File: src/rtl/bcd_pkg.sv
// Shared BCD digit type and digit limits for the BCD counter slice.
// Latency: none (definitions only).
// Backpressure: not applicable.
package bcd_pkg;

  localparam int DIGIT_W = 4;

  typedef logic [DIGIT_W-1:0] bcd_digit_t;

  localparam bcd_digit_t BCD_MAX = 4'd9;
  localparam bcd_digit_t BCD_MIN = 4'd0;

endpackage : bcd_pkg

File: src/rtl/bcd_digit.sv
// Single BCD digit step: +/-1 when cin is set, with carry/borrow out at 9/0.
// Latency: combinational, zero cycles.
// Backpressure: none; a digit above 9 is treated as 0 before stepping.
module bcd_digit
  import bcd_pkg::*;
(
  input  bcd_digit_t digit,
  input  logic       up,
  input  logic       cin,
  output bcd_digit_t digit_next,
  output logic       cout
);

  bcd_digit_t digit_clean;

  // Sanitise the digit, then step it up or down when the chain below asks.
  always_comb begin
    digit_clean = (digit > BCD_MAX) ? BCD_MIN : digit;
    digit_next  = digit_clean;
    cout        = 1'b0;
    if (cin) begin
      if (up) begin
        if (digit_clean == BCD_MAX) begin
          digit_next = BCD_MIN;
          cout       = 1'b1;
        end else begin
          digit_next = digit_clean + 4'd1;
        end
      end else begin
        if (digit_clean == BCD_MIN) begin
          digit_next = BCD_MAX;
          cout       = 1'b1;
        end else begin
          digit_next = digit_clean - 4'd1;
        end
      end
    end
  end

endmodule : bcd_digit

File: src/rtl/bcd_counter.sv
// N-digit BCD up/down counter with clear/load/enable; BCD_COUNTER_SAT_EN selects saturation.
// Latency: count, carry_out and load_err update one cycle after the qualifying edge.
// Backpressure: none; priority clr > load > en, one step per enabled cycle.
module bcd_counter
  import bcd_pkg::*;
#(
  parameter int                      N_DIGITS  = 3,
  parameter logic [4*N_DIGITS-1:0]   RESET_VAL = '0
) (
  input  logic                    clk,
  input  logic                    rst_n,
  input  logic                    clr,
  input  logic                    load,
  input  logic [4*N_DIGITS-1:0]   load_val,
  input  logic                    en,
  input  logic                    up,
  output logic [4*N_DIGITS-1:0]   count,
  output logic                    carry_out,
  output logic                    load_err
);

  localparam int W = DIGIT_W * N_DIGITS;

  logic [W-1:0]      step_val;
  logic [N_DIGITS:0] chain;
  logic              wrap;
  logic [W-1:0]      load_clean;
  logic              load_bad;

  // Digit 0 always receives the step; the chain ripples within one cycle.
  assign chain[0] = 1'b1;
  assign wrap     = chain[N_DIGITS];

  genvar g;
  generate
    for (g = 0; g < N_DIGITS; g++) begin : g_digit
      bcd_digit u_digit (
        .digit      (count[DIGIT_W*g +: DIGIT_W]),
        .up         (up),
        .cin        (chain[g]),
        .digit_next (step_val[DIGIT_W*g +: DIGIT_W]),
        .cout       (chain[g+1])
      );
    end
  endgenerate

  // Replace any non-BCD nibble of the load value with 0 and flag it.
  always_comb begin
    load_clean = load_val;
    load_bad   = 1'b0;
    for (int i = 0; i < N_DIGITS; i++) begin
      if (load_val[DIGIT_W*i +: DIGIT_W] > BCD_MAX) begin
        load_clean[DIGIT_W*i +: DIGIT_W] = BCD_MIN;
        load_bad                         = 1'b1;
      end
    end
  end

  // Counter state with clr > load > en priority; carry_out is a one-cycle pulse.
  always_ff @(posedge clk or negedge rst_n) begin
    if (!rst_n) begin
      count     <= RESET_VAL;
      carry_out <= 1'b0;
      load_err  <= 1'b0;
    end else if (clr) begin
      count     <= RESET_VAL;
      carry_out <= 1'b0;
      load_err  <= 1'b0;
    end else if (load) begin
      count     <= load_clean;
      carry_out <= 1'b0;
      if (load_bad) begin
        load_err <= 1'b1;
      end
    end else if (en) begin
`ifdef BCD_COUNTER_SAT_EN
      // At the limit the value holds and carry_out marks the overflow/underflow.
      if (!wrap) begin
        count <= step_val;
      end
      carry_out <= wrap;
`else
      count     <= step_val;
      carry_out <= wrap;
`endif
    end else begin
      carry_out <= 1'b0;
    end
  end

endmodule : bcd_counter

File: config.mk
export PLATFORM = sky130hd
export DESIGN_NAME = bcd_counter
export DESIGN_NICKNAME = d
export VERILOG_FILES = /design/src/rtl/bcd_pkg.sv /design/src/rtl/bcd_digit.sv /design/src/rtl/bcd_counter.sv
export SDC_FILE = /design/constraint.sdc
export NUM_CORES = 1
export LEC_CHECK = 0
export ABC_CLOCK_PERIOD_IN_PS = 2130
export CORE_MARGIN = 3
export CORE_UTILIZATION = 40
export DETAILED_ROUTE_END_ITERATION = 10
export DONT_BUFFER_PORTS = 1
export PLACE_DENSITY = 0.53
export REMOVE_ABC_BUFFERS = 1
export SETUP_SLACK_MARGIN = 0.5
export SYNTH_ARGS = -nofsm -noshare
export SYNTH_HDL_FRONTEND = slang
export SYNTH_SLANG_ARGS = --single-unit
File: constraint.sdc
create_clock -name clk -period 2.13 [get_ports clk]
set_input_delay 0.213 -clock clk [delete_from_list [all_inputs] [get_ports clk]]
set_output_delay 0.213 -clock clk [all_outputs]
set_load 0.05 [all_outputs]
-- Word-level counts from Yosys, hierarchy flattened
Index checks and enable logic that the tools add are counted.
- register bits: 14
- input port bits: 18
- logic and storage cells: 65
- equality and inequality tests: 3
- multiplexer cells: 40
- order comparisons: 6
- reduce and logical (&&, ||, !) cells: 7
- add/subtract/negate cells: 6
- operators by type and width (operator ; number):
    $mux 4 ; 17
    $mux 12 ; 3
    $gt 4x4->1 const B ; 6
    $mux 1 ; 20
    $add 4x1->4 const B ; 3
    $eq 4x4->1 const B ; 3
    $logic_not 4->1 ; 3
    $sub 4x1->4 const B ; 3
    $reduce_bool 2->1 ; 2
    $reduce_bool 3->1 ; 1
    $reduce_and 2->1 ; 1

-- Logic depth before layout (Yosys ltp)
- depth in word-level cells: 10
- mapped depth: 10
- mapped depth without buffers: 9

-- Modules after synthesis
Synthesis repeated with hierarchy kept, for this count alone.
- cells, all modules: 194
- area, all modules: 1536.5 sq um
- modules (own cells, without submodules) (module ; cells each ; seq. area each (sq um) ; area each (sq um) ; times used):
    bcd_counter ; 77 ; 350.3 ; 782.0 ; 1
    bcd_digit ; 39 ; 0.0 ; 251.5 ; 3

-- Worst setup path after synthesis
OpenSTA, ideal clock, no wires.
- path type: flip-flop to flip-flop
- from: register count[6]
- to: register count[9]
- library setup time: 0.092 ns
- buffers on the path: 0
- path slack: -0.285 ns
- arrival: 2.323 ns
- cell stages (with the launch flop): 9
- path through: dfrtp_1 > o21ai_0 > nand2_1 > ha_1 > or3b_1 > a21oi_2 > o22ai_2 > and2_1 > o31ai_2
- word-level cells in the longest chain between the ends: 10
- ends and longest elaborated chain (what ; RTL line ; source):
    start: declaration ; bcd_counter.sv:17 ; output logic [4*N_DIGITS-1:0] count,
    start signal: assignment ; bcd_counter.sv:70 ; count <= load_clean;
    start signal: assignment ; bcd_counter.sv:83 ; count <= step_val;
    $gt 4x4->1 ; bcd_digit.sv:18 ; digit_clean = (digit > BCD_MAX) ? BCD_MIN : digit;
    $mux 4 (*) ; bcd_digit.sv:18 ;
    $eq 4x4->1 or $logic_not 4->1 (tied branches) ; bcd_digit.sv:23, bcd_digit.sv:30 ;
    $mux 1, on equally long branches ; bcd_digit.sv:23, bcd_digit.sv:30 ;
    $mux 1 (*) ; bcd_digit.sv:22 ; if (up) begin
    $mux 1 (*) ; bcd_digit.sv:21 ; if (cin) begin
    $mux 4 (*) ; bcd_digit.sv:21 ;
    $mux 12 (*) ; bcd_counter.sv:75 ; end else if (en) begin
    $mux 12 (*) ; bcd_counter.sv:69 ; end else if (load) begin
    $mux 12 (*) ; bcd_counter.sv:65 ; end else if (clr) begin
Every way passes the cells marked *; elsewhere a longest branch is shown, timed or not. The select of a mux whose other input is x is not followed.
A chain may end at the register's enable or synchronous reset.

-- Worst setup path after layout
- from: register count[7]
- to: register count[11]
The elaborated chain is that of the path after synthesis.

==> out/metrics.cfg <==
[placed_design]
dpl_cell_area_mm2 = 0.001655
place_hpwl_um = 3346
io_buffers = 0
place_ws_ns = 0.07163
gp_routability_congestion = 0.9117

[synth]
ys_ff_latch = 14
syn_avg_cell_area_um2 = 7.991
netlist_area_mm2 = 0.001446
synthCells = 181
yosysTopAreaCell = dfrtp_1
ys.flop_type = dfrtp_1
synth_warnings = 0
ys_seq_area_share_pct = 24.22
yosys.area.top_type_share_pct = 24.22
async_flop_share_pct = 100.0
synth.top_cells.by_area = dfrtp_1, ha_1, o21ai_0
synth_edf_count = 0
ys_types = 53

[finish]
layout-drive-gt1-share_pct = 35.51
nets = 241
area.growth.synth_to_final_pct = 38.67
n_antenna_cell = 0
fillCellCount = 310
final_area_mm2 = 0.002006
regArea_um2 = 350.3
multi_input_area_mm2 = 0.001207

[sta]
setup_viol = 0
fin_crit_ns = 1.969
relSlewSlack_pct = 53.62
fin_skew_ns = 0.01129
rsz0062_at_grt = yes
drv_slew = 0
fmaxAchievable_mhz = 507.8
finalCritPeriodShare_pct = 92.46
setup_ws_ns = 0.1607
fin_hold_ws_ns = 0.009898
final.setup.tns_ns = 0
worstMarginPinSlew_ns = 0.6934
finalHoldViolCount = 0

[route]
wl_per_cell_um = 17.49
drc = 0
drt_wl_total_um = 4548
vias_per_cell = 5.965
num_vias = 1551
drtAntennaViolNets = 0
drt_first_pass_iters = 4
drt_iter0_drc = 46

[clocking]
root_buffer = clkbuf_4
cts.reportedPaths.clkPinSlew_ns = 0.09
cts_made_buffers = 3
clk_latency_ns = 0.29
clockBufferDepth = 2
ctsHtreeMaxLevel = 1
cts_sinks = 14
cts_tree = done

[job]
cap_violations = 0

[setup_path]
critical_path_class = register to register
critPathMaxFanout = 6
cp-end-kind = register
cp.arrival_ns = 2.18
crit_chain = buf_6 > nand2b_4 > ha_4 > or3b_1 > a21oi_2 > o22ai_4 > a311o_1 > o21ai_2
crit_buf_inv = 1
crit_family = compound AO/OA/AOI/OAI gates
crit-reg2reg-launch = count[7]$_DFFE_PN0P_
cp_slowest_stage_delay_ns = 0.41
worst-r2r-cell-count = 8
slowest_stage = dfrtp_1
startpoint = count[7]$_DFFE_PN0P_
cp-start-kind = register
required_ns = 2.34
cp.depth = 8

[die]
dieArea_mm2 = 0.004373
num_io_pins = 32
die_x_um = 66.13
core_area_mm2 = 0.003416
fp.dieH_um = 66.13
std_cell_rows = 21
start_util_pct = 42.34

[outcome]
status = completed

[global_route]
grt_usage_pct = 22.33
grt.overflow.total = 0
grt_pass1_wl_um = 7493
grt_max_degree = 25
antenna_found_initial = 0
grt_pass1_vias = 1544

[pwr]
power_density_mw_per_mm2 = 447.8
ir_worst_vdd_mv = 0.3524
cellLeakagePower_nw = 0.8545

[min_path]
holdCritStartpoint = clr
hold_depth = 1
hold_path_class = primary input to register

-- power breakdown --
part	switching, mW	internal [mW]	total [mW]
clock network	0.0928	0.104	0.197
logic	0.227	0.174	0.401
registers	0.0190	0.281	0.300
-- per-layer routing --
| metal | track usage [%] | part of all wire (%) | wire, um | up-vias |
|---|---|---|---|---|
| li1 | - | - | - | 759 |
| met1 | 27.41 | 42 | 1929 | 726 |
| met2 | 37.79 | 48 | 2171 | 58 |
| met3 | 7.143 | 8.5 | 386 | 8 |
| met4 | 5.076 | 1.3 | 61 | 0 |
| met5 | 0 | 0 | 0 | - |
-- cell usage in the layout (no fill, tap or decap), types with 2 or more instances in the layout --
cell type,n
a211oi_2,2
a21oi_1,8
a21oi_2,3
a221oi_2,2
a311oi_2,2
a31oi_1,6
a32oi_1,4
buf_4,26
buf_6,8
clkbuf_4,3
dfrtp_1,14
dlygate4sd3_1,2
ha_1,3
ha_4,4
inv_1,12
mux2i_1,4
nand2_1,10
nand2_2,2
nand2b_1,3
nand2b_4,2
nand3_1,3
nand3b_1,3
nand4bb_1,2
nor2_1,13
nor2b_1,5
nor2b_2,2
nor3_1,5
nor3b_1,4
o21ai_0,8
o21ai_1,4
o21ai_2,2
o21bai_1,2
o22ai_1,2
o31ai_1,4
or3_1,2
-- flip-flops by register name, summed over array words and instances (netlist names) --
register and count:
count 12, carry_out 1, load_err 1
-- Yosys cell counts, types with 3 or more instances --
master and instances:
dfrtp_1 14, nor2_1 14, inv_1 13, nand2_1 12, o21ai_0 11, a21oi_1 10, ha_1 8, a31oi_1 7
nor2b_1 7, nor3_1 7, nand2b_1 5, a32oi_1 4, mux2i_1 4, nor3b_1 4, o31ai_1 4, a311oi_1 3
nand3_1 3, nand3b_1 3, o21ai_1 3
-- kinds of logic after synthesis --
| kind of cell | count (synthesis) | synth area share [%] |
|---|---|---|
| DFF | 14 | 24.22 |
| muxes | 4 | 2.768 |
| adders and majority gates | 8 | 6.921 |
| xor gates and xnor gates | 1 | 0.6056 |
| and+or+nand+nor | 70 | 27.94 |
| AOI/OAI and AO/OA | 64 | 31.66 |
| buffers and inverters | 20 | 5.883 |
-- stage by stage --
stage,instances,utilization [%],total power [mW]
2_1_floorplan,174,-,0.5208
3_3_place_gp,245,48.46,0.6113
3_5_place_dp,245,48.46,0.6134
4_1_cts,257,56.74,0.8850
5_1_grt,260,58.72,0.9474
6_report,260,58.72,0.8981
-- worst paths after layout --
kind | end | slack [ns]
worst min-delay path | count[1]$_DFFE_PN0P_ | 0.01
worst max register to register | count[11]$_DFFE_PN0P_ | 0.16
worst max-delay path | count[11]$_DFFE_PN0P_ | 0.16
worst min register to register | count[3]$_DFFE_PN0P_ | 0.58
max in group asynchronous | count[11]$_DFFE_PN0P_ | 1.28
min in group asynchronous | count[1]$_DFFE_PN0P_ | 0.40
-- layout make-up --
class                      instances  area share (%)
timing repair buffer              36           15.22
tap                               46           2.870
inverter                          13           2.433
multi-input combinational        147           60.20
clock buffer                       4           1.809
sequential                        14           17.47
-- repair_timing --
action / CTS / global route
buffers inserted: 6 / 3
endpoints found under the hold margin: 19 / 0
pin swaps: 20 / 15
hold buffers: 2 / 0
endpoints found under the setup margin: 12 / 12
resized for setup: 38 / 12
Power figures use the tool's default switching activity.
